## config.mk

```make
export PLATFORM = sky130hd
export DESIGN_NAME = cpu_step_controller
export DESIGN_NICKNAME = d
export VERILOG_FILES = /design/src/rtl/cpu_step_controller.sv
export SDC_FILE = /design/constraint.sdc
export NUM_CORES = 1
export LEC_CHECK = 0
export BUFFER_PORTS_ARGS = -buffer_cell sky130_fd_sc_hd__buf_2
export CAP_MARGIN = 20
export CORE_MARGIN = 2
export CORE_UTILIZATION = 40
export DETAILED_ROUTE_END_ITERATION = 7
export SETUP_SLACK_MARGIN = 0.2
export SLEW_MARGIN = 20
export SYNTH_ARGS = -nofsm -noshare
export SYNTH_HDL_FRONTEND = slang
export SYNTH_SLANG_ARGS = --single-unit
```

## constraint.sdc

```tcl
create_clock -name clk_FPGA -period 5.8 [get_ports clk_FPGA]
set_clock_uncertainty 0.1 [all_clocks]
set_input_delay 0.87 -clock clk_FPGA [delete_from_list [all_inputs] [get_ports clk_FPGA]]
set_output_delay 0.87 -clock clk_FPGA [all_outputs]
set_load 0.01 [all_outputs]
```

## src/rtl/cpu_step_controller.sv

```systemverilog
// Clock-enable sequencer for the MEM-stage CPU: HALT, divided RUN, debounced STEP and BURST modes.
// Every output is registered; the CPU runs on clk_FPGA qualified by cpu_en.
module cpu_step_controller #(
    parameter int unsigned REFERENCE_CLOCK = 50000000,
    parameter int unsigned RUN_FREQUENCY   = 1,
    parameter int unsigned DEBOUNCE_CYCLES = 1000000
) (
    input  logic        clk_FPGA,
    input  logic        reset,
    input  logic [1:0]  mode_sel,
    input  logic        step_btn,
    input  logic [7:0]  burst_len,
    input  logic        halt_req,
    output logic        cpu_en,
    output logic        halted,
    output logic        busy,
    output logic [1:0]  state,
    output logic [15:0] step_count
);

    localparam int unsigned DIVISOR = REFERENCE_CLOCK / RUN_FREQUENCY;
    localparam int unsigned TickW   = (DIVISOR > 2) ? $clog2(DIVISOR) : 1;
    localparam int unsigned DbW     = (DEBOUNCE_CYCLES > 1) ? $clog2(DEBOUNCE_CYCLES) : 1;
    localparam logic [TickW-1:0] TickMax = TickW'(DIVISOR - 1);
    localparam logic [DbW-1:0]   DbMax   = DbW'(DEBOUNCE_CYCLES - 1);

    typedef enum logic [1:0] {
        StHalt  = 2'b00,
        StRun   = 2'b01,
        StStep  = 2'b10,
        StBurst = 2'b11
    } state_e;

    state_e             state_q, state_d;
    logic               btn_meta_q, btn_sync_q;
    logic               db_level_q, db_level_d;
    logic [DbW-1:0]     db_cnt_q, db_cnt_d;
    logic               step_req_q, step_req_d;
    logic [TickW-1:0]   tick_cnt_q, tick_cnt_d;
    logic [7:0]         remaining_q, remaining_d;
    logic               busy_q, busy_d;
    logic               halted_q, halted_d;
    logic               cpu_en_q, cpu_en_d;
    logic [15:0]        step_count_q, step_count_d;

    logic mode_change;
    logic burst_active;
    logic counting;
    logic tick;

    assign state_d      = state_e'(mode_sel);
    assign mode_change  = (state_d != state_q);
    assign burst_active = busy_q && (remaining_q != 8'd0);
    assign counting     = (state_q == StRun) || ((state_q == StBurst) && burst_active);
    assign tick         = counting && (tick_cnt_q == TickMax);

    // A level change is accepted only after DEBOUNCE_CYCLES disagreeing samples in a row.
    always_comb begin
        db_cnt_d   = '0;
        db_level_d = db_level_q;
        step_req_d = 1'b0;
        if (btn_sync_q != db_level_q) begin
            if (db_cnt_q == DbMax) begin
                db_level_d = btn_sync_q;
                step_req_d = btn_sync_q;
            end else begin
                db_cnt_d = db_cnt_q + 1'b1;
            end
        end
    end

    always_comb begin
        tick_cnt_d = '0;
        if (mode_change) begin
            tick_cnt_d = '0;
        end else if (halted_q) begin
            tick_cnt_d = tick_cnt_q;
        end else if (counting) begin
            tick_cnt_d = tick ? '0 : tick_cnt_q + 1'b1;
        end
    end

    // Burst bookkeeping; busy lingers one cycle after remaining hits zero so it covers the last pulse.
    always_comb begin
        remaining_d = remaining_q;
        busy_d      = busy_q;
        if (mode_change) begin
            remaining_d = 8'd0;
            busy_d      = 1'b0;
        end else if ((state_q == StBurst) && !halted_q) begin
            if (busy_q) begin
                if (remaining_q == 8'd0) begin
                    busy_d = 1'b0;
                end else if (tick) begin
                    remaining_d = remaining_q - 8'd1;
                end
            end else if (step_req_q) begin
                remaining_d = burst_len;
                busy_d      = (burst_len != 8'd0);
            end
        end
    end

    always_comb begin
        cpu_en_d = 1'b0;
        if (!halted_q && !cpu_en_q) begin
            unique case (state_q)
                StHalt:  cpu_en_d = 1'b0;
                StRun:   cpu_en_d = tick;
                StStep:  cpu_en_d = step_req_q;
                StBurst: cpu_en_d = tick;
            endcase
        end
    end

    always_comb begin
        halted_d = halted_q;
        if (halt_req) begin
            halted_d = 1'b1;
        end else if (mode_sel == StHalt) begin
            halted_d = 1'b0;
        end
        step_count_d = step_count_q + {15'd0, cpu_en_q};
    end

    always_ff @(posedge clk_FPGA or negedge reset) begin
        if (!reset) begin
            state_q      <= StHalt;
            btn_meta_q   <= 1'b0;
            btn_sync_q   <= 1'b0;
            db_level_q   <= 1'b0;
            db_cnt_q     <= '0;
            step_req_q   <= 1'b0;
            tick_cnt_q   <= '0;
            remaining_q  <= 8'd0;
            busy_q       <= 1'b0;
            halted_q     <= 1'b0;
            cpu_en_q     <= 1'b0;
            step_count_q <= 16'd0;
        end else begin
            state_q      <= state_d;
            btn_meta_q   <= step_btn;
            btn_sync_q   <= btn_meta_q;
            db_level_q   <= db_level_d;
            db_cnt_q     <= db_cnt_d;
            step_req_q   <= step_req_d;
            tick_cnt_q   <= tick_cnt_d;
            remaining_q  <= remaining_d;
            busy_q       <= busy_d;
            halted_q     <= halted_d;
            cpu_en_q     <= cpu_en_d;
            step_count_q <= step_count_d;
        end
    end

    assign cpu_en     = cpu_en_q;
    assign halted     = halted_q;
    assign busy       = busy_q;
    assign state      = state_q;
    assign step_count = step_count_q;

endmodule

```

# Word level (Yosys, flattened, before mapping)

Index checks and enable logic that the tools add are counted.

Register bits: 79
Bits of input ports: 14
Logic and storage cells: 68

$add $sub $neg: 4
Eq/ne operators: 10
Mux-type cells: 23
Reduce and logical (&&, ||, !) cells: 19

Operators with widths:

| kind                                                | count |
|---|---|
| two-way mux 26 bit                                  | 4 |
| two-way mux 8 bit                                   | 6 |
| two-way mux 20 bit                                  | 2 |
| adder 26 x 1 -> 26 bit, second input constant       | 1 |
| equality test 26 bit, second input constant         | 1 |
| adder 20 x 1 -> 20 bit, second input constant       | 1 |
| equality test 20 bit, second input constant         | 1 |
| adder 16 x 1 -> 16 bit                              | 1 |
| nonzero test 8 bit                                  | 2 |
| two-way mux 1 bit                                   | 10 |
| logical NOT 8 bit                                   | 1 |
| subtractor 8 x 1 -> 8 bit, second input constant    | 1 |
| logical AND 1 bit                                   | 5 |
| equality test 2 bit, second input constant          | 2 |
| logical NOT 2 bit                                   | 2 |
| AND reduction 4 bit                                 | 1 |
| nonzero test 2 bit                                  | 2 |
| != test 3 x 1 -> 1 bit, second input constant       | 1 |
| != test 3 bit, second input constant                | 1 |
| one-hot mux 1 bit (3 select lines)                  | 1 |
| nonzero test 3 bit                                  | 1 |
| equality test 2 x 1 -> 1 bit, second input constant | 1 |
| logical NOT 1 bit                                   | 2 |
| != test 2 x 1 -> 1 bit, second input constant       | 1 |
| 5 further kinds                                     | 5 |

# Longest topological paths before layout

Gate-level depths: netlist of the first run.

Depth after elaboration: 10
Gate-level depth with buffers: 8
Gate-level depth less buffers: 6

# Least setup slack after synthesis of the first run

OpenSTA, ideal clock, no wires.

Path kind: input to register
Start: input port mode_sel[1]
End: register tick_cnt_q[23]
Library setup time: 0.083 ns
Arrival time: 1.980 ns
Required time: 5.617 ns
Path slack: 3.638 ns
Stages: 5
Buffers on the path: 0
Cell sequence: xnor2_1 -> and2_1 -> nand4b_1 -> or4b_1 -> o21ai_0

Cells in the longest elaborated chain, start to end: 2
Elaborated cells between the ends (all ways): 3

RTL lines:

| item                                                                          | RTL line | RTL |
|---|---|---|
| from (decl)                                                                   | 10       | `input logic [1:0] mode_sel,` |
| != test 2 bit (*)                                                             | 52       | `assign mode_change = (state_d != state_q);` |
| != test 2 x 1 -> 1 bit (no source line) or two-way mux 26 bit (tied branches) | n/a      |  |
| to (signal assigned)                                                          | 147      | `tick_cnt_q <= tick_cnt_d;` |
| to (decl)                                                                     | 39       | `logic [TickW-1:0] tick_cnt_q, tick_cnt_d;` |

Mark *: on every way between the ends. The rest lies on a longest branch, timed or not.
A chain may end at the register's enable or synchronous reset.

# Final worst setup path of the first run

Start: register remaining_q[4]
End: register tick_cnt_q[4]

Cells in the longest elaborated chain, start to end: 9

RTL lines:

| item                   | RTL line | RTL |
|---|---|---|
| from (decl)            | 40       | `logic [7:0] remaining_q, remaining_d;` |
| from (signal assigned) | 148      | `remaining_q <= remaining_d;` |
| nonzero test 8 bit (*) | 53       | `assign burst_active = busy_q && (remaining_q != 8'd0);` |
| logical AND 1 bit (*)  | 53       |  |
| logical AND 1 bit (*)  | 54       | `assign counting = (state_q == StRun) \|\| ((state_q == StBurst) && burst_active);` |
| logical OR 1 bit (*)   | 54       |  |
| logical AND 1 bit      | 55       | `assign tick = counting && (tick_cnt_q == TickMax);` |
| two-way mux 26 bit     | 79       | `tick_cnt_d = tick ? '0 : tick_cnt_q + 1'b1;` |
| two-way mux 26 bit (*) | 78       | `end else if (counting) begin` |
| two-way mux 26 bit (*) | 76       | `end else if (halted_q) begin` |
| two-way mux 26 bit (*) | 74       | `if (mode_change) begin` |

Mark *: on every way between the ends. The rest lies on a longest branch, timed or not. The select of a mux whose other input is x is not followed.

==> flow_summary_export.csv, run 1 <==
group,metric,value,unit
die,die_width,106,µm
sta,rsz0062_at_grt,"no",
clock_tree,cts_buffer_depth,2,
die,core,10200,µm²
sta,min_period_over_period,42.6,%
global_route,overflow,0,
synthesis,syn-cell-area,4150,µm²
routing,vias,3203,
sta,tightest_slew,976,ps
global_route,grt_max_degree,80,
hold_path,holdCritStartpoint,"btn_meta_q",
global_route,grt_pass1_wl,15200,µm
finish,area_delta_synth_final,11.1,%
routing,drt-initial-drc-count,183,
routing,wirelength,8950,µm
clock_tree,path_clk_slew,80,ps
die,die-area,11200,µm²
synthesis,synth_nets,431,
clock_tree,hold_buffers,0,
placed_design,dpl-instance-area,4390,µm²
placed_design,dpl.hpwl,6190,µm
pwr,power.density,236,nW/µm²
synthesis,avgSynthCellArea,10.1,µm²
worst_setup_path,cp_cell_sequence,"nor4_4 > a41oi_2 > and3_1 > a21oi_4 > nor2_1",
global_route,antenna_found_initial,0,
pwr,power,1.09,mW
synthesis,async_flop_share,100,%
worst_setup_path,cp_max_fo,19,
global_route,track_usage,16.8,%
worst_setup_path,required,5930,ps
routing,drc,0,
finish,layout_commonest_cell,"dfrtp_1",
worst_setup_path,crit_type,"register to register",
routing,wire_per_inst,15.4,µm
die,die_y,106,µm
clock_tree,clock_sinks,79,
pwr,cellLeakagePower,2.02,nW
finish,mostFrequentLayoutCells,"dfrtp_1, nor2_1, buf_2, nand3_1, xor2_1",
clock_tree,cts_max_level,3,
finish,post_route_cells_drive_above_1_share,13.2,%
clock_tree,cts_tree,"built",
worst_setup_path,start_kind,"register",
worst_setup_path,worst_setup_path_end_kind,"register",
finish,final_area,4610,µm²
sta,fin_crit,2470,ps
clock_tree,clk_latency,360,ps
synthesis,synth_edf_count,0,
sta,fmax,0.405,GHz
sta,drv_slew,0,
sta,hold_violations,0,
hold_path,hold_path_class,"register to register",
global_route,grt_pass1_vias,3175,
synthesis,syn_inst,411,
finish,antenna_cells,0,
synthesis,ys_seq_elements,79,
routing,vias_per_cell,5.50,
routing,drtAntennaViolNets,0,
synthesis,synth_cell_type_count,57,
placed_design,port_buffers,34,
placed_design,place.gp.congestion,0.890,
finish,n_fill_cell,973,
routing,drt_pre_antenna_iters,4,
run,cap_violations,0,
run_status,status,"completed",
sta,slew_headroom,34.3,%
worst_setup_path,cpMaxStageDelayCell,"and3_1",
finish,nets,461,
synthesis,ys_seq_area_share,47.6,%
clock_tree,numCtsBuffers,9,
synthesis,yosys_most_used_dff,"dfrtp_1",
die,initial_core_util,40.7,%
clock_tree,root_buffer,"clkbuf_8",
sta,fin_tns_setup,0,ps
die,io_pins,35,
clock_tree,postCtsSetupRepairBufs,0,
clock_tree,post_cts_resized,0,
worst_setup_path,max_stage_delay,490,ps
pwr,ir_worst_vdd,0.000104,V
finish,final_util,45.3,%
worst_setup_path,crit_start,"remaining_q[4]",
worst_setup_path,critical_path_arrival,2600,ps
synthesis,yosysWarnings,0,
worst_setup_path,r2r-start,"remaining_q[4]",
sta,setup_viol,0,
die,num_rows,37,
-- critical path: cells and delay by family, from the launching register on --
kind               cells  cell delay, ps
and+or+nand+nor        3            1030
DFF                    1             480
AOI/OAI and AO/OA      2             730
-- worst paths after layout --
path | end | slack (ps) | depth (start not counted)
hold reg to reg | btn_sync_q | 310 | 0
setup / recovery | tick_cnt_q[4] | 3330 | 5
max in group asynchronous | tick_cnt_q[7] | 4650 | 1
min in group asynchronous | step_count[5] | 410 | 1
setup reg to reg | tick_cnt_q[4] | 3330 | 5
hold / removal | btn_sync_q | 310 | 0
-- synth_stat cells (all sizes together) (2+ instances only) --
| cell type | number | area, µm² |
|---|---|---|
| dfrtp | 79 | 1980 |
| nor2 | 51 | 191 |
| nand3 | 30 | 163 |
| xor2 | 29 | 254 |
| nand2 | 28 | 105 |
| xnor2 | 20 | 183 |
| nand4 | 17 | 106 |
| a31oi | 15 | 93.8 |
| and3 | 15 | 93.8 |
| buf | 12 | 88.8 |
| inv | 12 | 45.0 |
| nor4 | 9 | 86.3 |
| a21oi | 7 | 50.1 |
| and2 | 7 | 46.3 |
| and4 | 7 | 61.3 |
| ha | 6 | 75.1 |
| nand3b | 5 | 37.5 |
| nand4b | 5 | 43.8 |
| nor3 | 5 | 25.0 |
| o21ai | 5 | 25.0 |
| mux2i | 4 | 40.0 |
| a41oi | 3 | 33.8 |
| clkbuf | 3 | 12.5 |
| nand2b | 3 | 18.8 |
| nor3b | 3 | 22.5 |
| nor4b | 3 | 26.3 |
| o2bb2ai | 3 | 26.3 |
| o31ai | 3 | 22.5 |
| a211o | 2 | 17.5 |
| a32o | 2 | 20.0 |
| nor2b | 2 | 12.5 |
| nor4bb | 2 | 20.0 |
-- area by class of cell --
| class | count | area (µm²) | share of cell area (%) |
|---|---|---|---|
| well taps | 136 | 170 | 3.69 |
| flip-flops and latches | 79 | 1980 | 42.9 |
| multi-input cells | 305 | 2030 | 44.0 |
| clock buffers | 11 | 131 | 2.85 |
| repair buffers | 34 | 176 | 3.83 |
| inverters | 12 | 45.0 | 0.977 |
| clock inverters | 5 | 82.6 | 1.79 |
-- layer usage --
layer	vias to the layer above	track usage, %	share of wire, %
li1	1535	-	-
met1	1584	22.2	47
met2	72	26.8	47
met3	12	3.03	3.6
met4	0	8.08	1.6
met5	-	0	0
-- power by group --
group / switching (mW) / internal, mW
sequential: 0.00770 / 0.556
combinational: 0.0522 / 0.0226
clock: 0.206 / 0.244
total: 0.266 / 0.822
-- state kept, by name (all words and copies together), names as in the netlist --
register and cells:
btn_sync_q 1, state 2, cpu_en 1, db_cnt_q 20
halted 1, step_req_q 1, db_level_q 1, step_count 16
btn_meta_q 1, busy 1, tick_cnt_q 26, remaining_q 8
-- cell families after synthesis --
logic type | share of synthesized area [%]
XOR/XNOR | 10.5
adder cells (fa/ha/maj) | 1.81
AO/OA/AOI/OAI | 9.08
multiplexers | 1.24
flip-flops | 47.6
AND/OR/NAND/NOR | 26.2
buffers and inverters | 3.53
-- metrics by stage --
step / worst slack (ps) / std cells / hold WS, ps
2_1_floorplan: 3640 / 411 / 231
3_3_place_gp: 3120 / 566 / 317
3_5_place_dp: 3020 / 566 / 316
4_1_cts: 3350 / 582 / 325
5_1_grt: 3200 / 582 / 312
6_report: 3330 / 582 / 307
Note: power is estimated with default switching activity, not from simulation.
==> inputs of run 2 (changes only) <==
clock period = 2.55 ns   (was 5.8 ns; I/O delays follow)
==> flow_summary_export.csv, run 2 (synthesized netlist as in run 1, its figures left out) <==
group,metric,value,unit
global_route,use_met3,4.27,%
routing,wirelength,8820,µm
die,die_width,106,µm
routing,vias_per_cell,5.42,
worst_setup_path,worst_setup_path_end_kind,"register",
sta,fin_tns_setup,0,ps
clock_tree,root_buffer,"clkbuf_8",
pwr,power,2.50,mW
sta,min_period_over_period,83.9,%
global_route,grt_max_degree,42,
global_route,track_usage,17.1,%
finish,n_fill_cell,964,
sta,whs,38.0,ps
clock_tree,numCtsBuffers,9,
global_route,grtUsageMet1,22.9,%
global_route,grt_pass1_wl,15300,µm
finish,area_delta_synth_final,14.2,%
global_route,met2_usage,27.1,%
pwr,cellLeakagePower,2.09,nW
global_route,grt_pass1_vias,3264,
finish,antenna_cells,0,
clock_tree,cts_max_level,3,
finish,largest_reg_flops,26,
worst_setup_path,crit_type,"register to register",
pwr,ir_worst_vdd,0.000219,V
finish,final_util,46.5,%
finish,post_route_cells_drive_above_1_share,16.3,%
placed_design,place_ws,203,ps
sta,hold_violations,0,
finish,nets,476,
sta,setup_viol,0,
sta,slew_headroom,61.7,%
finish,layout_commonest_cell,"dfrtp_1",
routing,vias,3228,
routing,drt-initial-drc-count,207,
clock_tree,clock_sinks,79,
placed_design,place.gp.congestion,0.872,
placed_design,dpl.hpwl,6280,µm
routing,drtAntennaViolNets,0,
worst_setup_path,required,2720,ps
hold_path,hold_path_class,"input pin to register",
die,core,10200,µm²
pwr,power.density,528,nW/µm²
run_status,status,"completed",
run,cap_violations,0,
routing,drt_pre_antenna_iters,4,
die,die_y,106,µm
clock_tree,cts_buffer_depth,2,
sta,tightest_slew,569,ps
sta,drv_slew,0,
routing,wire_per_inst,14.8,µm
die,num_rows,37,
sta,setup_slack,411,ps
finish,regMostFlops,"tick_cnt_q",
global_route,overflow,0,
worst_setup_path,start_kind,"register",
die,die-area,11200,µm²
sta,fin_crit,2140,ps
worst_setup_path,critical_path_arrival,2310,ps
global_route,antenna_found_initial,0,
finish,mostFrequentLayoutCells,"dfrtp_1, nor2_1, buf_2, nand3_1, xor2_1",
sta,fmax,0.467,GHz
die,io_pins,35,
placed_design,port_buffers,34,
clock_tree,path_clk_slew,80,ps
global_route,grt.busiest_layer,"met2",
routing,drc,0,
worst_setup_path,cp_max_fo,12,
die,initial_core_util,40.7,%
clock_tree,cts_tree,"built",
sta,rsz0062_at_grt,"no",
clock_tree,clk_latency,350,ps
[run 2: changes by cell type in the layout (fill, tap and decap cells not counted), sizes merged]
cell	change
dlygate4sd3	+1
buf	+14
clkinv	-3
clkbuf	-1
clkinvlp	+3
[run 2: layer usage]
layer,vias to the layer above,part of all wire [%],routed length [µm]
met3,14,3.7,325
met4,0,1.8,160
li1,1568,-,-
met5,-,0,0
met1,1576,48,4250
met2,70,46,4090
[run 2: final cells by class]
| type | count | area [µm²] | area share [%] |
|---|---|---|---|
| sequential | 79 | 1980 | 41.7 |
| clock buffer | 10 | 138 | 2.90 |
| tap | 136 | 170 | 3.59 |
| multi-input combinational | 305 | 2030 | 42.8 |
| clock inverter | 5 | 82.6 | 1.74 |
| timing repair buffer | 49 | 300 | 6.33 |
| inverter | 12 | 45.0 | 0.950 |
[run 2: where the power goes]
group / switching, mW / total, mW / internal (mW)
Clock: 0.455 / 1.03 / 0.572
Combinational: 0.122 / 0.192 / 0.0703
Sequential: 0.0176 / 1.28 / 1.26
[run 2: worst paths after layout]
check / startpoint / to / slack [ps] / depth (start not counted)
max: tick_cnt_q[0] / tick_cnt_q[18] / 410 / 7
min: step_btn / btn_meta_q / 40 / 1
max reg2reg: tick_cnt_q[0] / tick_cnt_q[18] / 410 / 7
min reg2reg: btn_meta_q / btn_sync_q / 310 / 0
max in group asynchronous: reset / tick_cnt_q[25] / 1300 / 3
min in group asynchronous: reset / step_count[2] / 440 / 2
[run 2: critical path, stage by stage (launching register included)]
cell	delay, ps
dfrtp_1	420
ha_1	230
and3_1	220
and3_1	280
a21oi_2	300
buf_4	240
a31oi_1	100
a31oi_1	180
[run 2: what timing repair did]
item | in CTS | in global routing
resized for setup | 0 | 1
setup buffers | 0 | 3
cloned | 0 | 0
endpoints found under the setup margin | 2 | 25
pin swaps | 1 | 1
hold buffers | 1 | 0
hold endpoints to repair | 38 | 0
[run 2: through the flow]
| stage | instance area (µm²) | instances |
|---|---|---|
| floorplan | 4150 | 411 |
| global placement | 4490 | 577 |
| detailed placement | 4490 | 577 |
| CTS | 4720 | 593 |
| global route | 4740 | 596 |
| finish | 4740 | 596 |
==> inputs of run 3 (changes only) <==
ABC_AREA = 1   (was unset)
clock period = 2.15 ns   (was 2.55 ns; I/O delays follow)
==> flow_summary_export.csv, run 3 <==
group,metric,value,unit
synthesis,ys_seq_area_share,41.6,%
sta,fin_tns_setup,0,ps
worst_setup_path,reg2reg_slack,360,ps
sta,drv_slew,0,
pwr,power.density,607,nW/µm²
pwr,cellLeakagePower,2.50,nW
routing,drtAntennaViolNets,0,
sta,tightest_slew,637,ps
finish,nets,699,
finish,final_area,5440,µm²
worst_setup_path,crit_type,"register to register",
clock_tree,cts_tree,"built",
pwr,ir_worst_vdd,0.000408,V
sta,slew_headroom,57.5,%
finish,multiInputGateArea,2450,µm²
sta,fin_crit,1790,ps
routing,drt-initial-drc-count,218,
clock_tree,clock_sinks,79,
worst_setup_path,required,2330,ps
placed_design,dpl.hpwl,7840,µm
global_route,grt_pass1_wl,18600,µm
synthesis,synth_edf_count,0,
placed_design,place.gp.congestion,0.851,
worst_setup_path,worst_setup_path_end_kind,"register",
sta,rsz0062_at_grt,"no",
sta,hold_violations,0,
synthesis,yosys.area.top_type,"dfrtp_1",
die,num_rows,39,
routing,wirelength,10700,µm
pwr,power,3.30,mW
placed_design,dpl-instance-area,5080,µm²
synthesis,yosysWarnings,0,
synthesis,ys_seq_elements,79,
global_route,grt_max_degree,41,
clock_tree,numCtsBuffers,9,
synthesis,async_flop_share,100,%
run_status,failed_checks,"DRC",
global_route,antenna_found_initial,0,
routing,vias_per_cell,5.05,
routing,drc,2,
die,die_width,113,µm
finish,antenna_cells,0,
clock_tree,path_clk_slew,60,ps
worst_setup_path,rr_worst_depth,11,
sta,fmax,0.559,GHz
sta,setup_slack,363,ps
hold_path,holdPathStages,1,
clock_tree,cts_max_level,3,
routing,drt_pre_antenna_iters,7,
finish,mostFrequentLayoutCells,"nand2_1, nor2_1, dfrtp_1, inv_1, nand3_1",
worst_setup_path,start_kind,"register",
finish,regMostFlops,"tick_cnt_q",
worst_setup_path,cp_max_fo,8,
finish,n_fill_cell,1179,
finish,final_util,47.2,%
worst_setup_path,critical_path_arrival,1970,ps
finish,largest_reg_flops,26,
worst_setup_path,rr_endpoint,"remaining_q[2]",
worst_setup_path,critPathCapture,"remaining_q[2]",
finish,post_route_cells_drive_above_1_share,16.2,%
global_route,overflow,0,
die,initial_core_util,41.3,%
finish,area_delta_synth_final,14.3,%
routing,vias,4174,
clock_tree,root_buffer,"clkbuf_16",
finish,layout_commonest_cell,"nand2_1",
run,cap_violations,0,
finish,seq_area,1980,µm²
synthesis,avgSynthCellArea,7.47,µm²
die,core,11500,µm²
global_route,track_usage,17.8,%
global_route,grt_pass1_vias,4000,
die,die-area,12800,µm²
run_status,status,"complete, but fails checks",
synthesis,yosysMostFrequentCell,"nand2_1",
worst_setup_path,r2r-start,"remaining_q[0]",
synthesis,yosys-top-cells-area,"dfrtp_1, nand2_1, nor2_1",
synthesis,synth_top_area_share,41.6,%
placed_design,place_ws,315,ps
die,die_y,113,µm
placed_design,port_buffers,34,
sta,setup_viol,0,
synthesis,syn_inst,637,
synthesis,synth_common_cells,"nand2_1, nor2_1, dfrtp_1, inv_1, nand3_1",
die,io_pins,35,
hold_path,hold_path_class,"input pin to register",
worst_setup_path,crit_start,"remaining_q[0]",
clock_tree,clk_latency,340,ps
routing,wire_per_inst,13.0,µm
sta,min_period_over_period,83.1,%
synthesis,synth_cell_type_count,39,
clock_tree,cts_buffer_depth,2,
synthesis,yosys_most_used_dff,"dfrtp_1",
synthesis,synth_nets,657,
synthesis,syn-cell-area,4760,µm²
run 3: changes by cell type after synthesis, moves of 10 or more:
cell and delta:
xnor2_1 -10, and3_1 -14, nor3_1 +10, o21ai_0 +10, inv_1 +60, nor2_2 +20
nand3_1 +19, nand2_1 +133, nor2_1 +40, a21oi_1 +15, a31oi_1 -13
run 3: worst min-delay path by stage:
stage,startpoint,to,slack [ps]
finish,mode_sel[0],state[0],30
global route,mode_sel[0],state[0],30
CTS,mode_sel[0],state[0],20
detailed placement,btn_meta_q,btn_sync_q,240
global placement,btn_meta_q,btn_sync_q,230
floorplan,reset,btn_meta_q,-70
run 3: layout make-up:
cell class / count / share of cell area [%]
multi-input combinational: 470 / 45.0
sequential: 79 / 36.4
inverter: 79 / 5.57
clock buffer: 10 / 4.21
tap: 143 / 3.29
timing repair buffer: 40 / 4.33
clock inverter: 6 / 1.24
run 3: logic make-up (layout without fill, tap and decap cells):
kind of cell,count (synthesis),in the layout,share of synthesized area [%]
xor+xnor,30,30,5.52
fa+ha+maj,6,6,1.58
flops,79,79,41.6
compound gates,52,52,6.26
buf+inv,89,135,7.57
simple gates,381,382,37.5
run 3: metrics by stage:
stage,hold slack [ps],cells
after floorplan,-73.1,637
after global placement,235,807
after detailed placement,238,807
after CTS,15.7,825
after global routing,26.8,827
final,30.3,827
run 3: report_power, final:
| group | switching [mW] | internal (mW) | total (mW) | leakage (nW) |
|---|---|---|---|---|
| clock network | 0.629 | 0.905 | 1.53 | 0.139 |
| registers | 0.0176 | 1.51 | 1.52 | 1.09 |
| logic | 0.170 | 0.0702 | 0.241 | 1.27 |
| total | 0.817 | 2.48 | 3.30 | 2.50 |
run 3: per-layer routing:
layer | global-route usage, % | part of all wire (%) | vias up | routed length [µm]
met5 | 0 | 0 | - | 0
met4 | 7.64 | 1.8 | 0 | 197
met3 | 2.89 | 3.9 | 14 | 422
met2 | 28.5 | 47 | 95 | 5020
met1 | 24.1 | 47 | 1959 | 5080
li1 | - | - | 2106 | -
run 3: repair_timing:
item / in CTS / in global routing
endpoints found under the setup margin: 0 / 21
setup buffers: 0 / 1
resized for setup: 0 / 6
hold buffers: 2 / 0
hold endpoints to repair: 40 / 0
run 3: critical path, cell delays in order (launching register included):
cell,delay (ps)
dfrtp_1,370
inv_1,80
ha_1,190
inv_1,50
nor2_1,50
nand2_2,100
inv_1,50
nor2_1,290
nand3_4,190
nand2_8,130
nand2_1,60
nand2_1,50
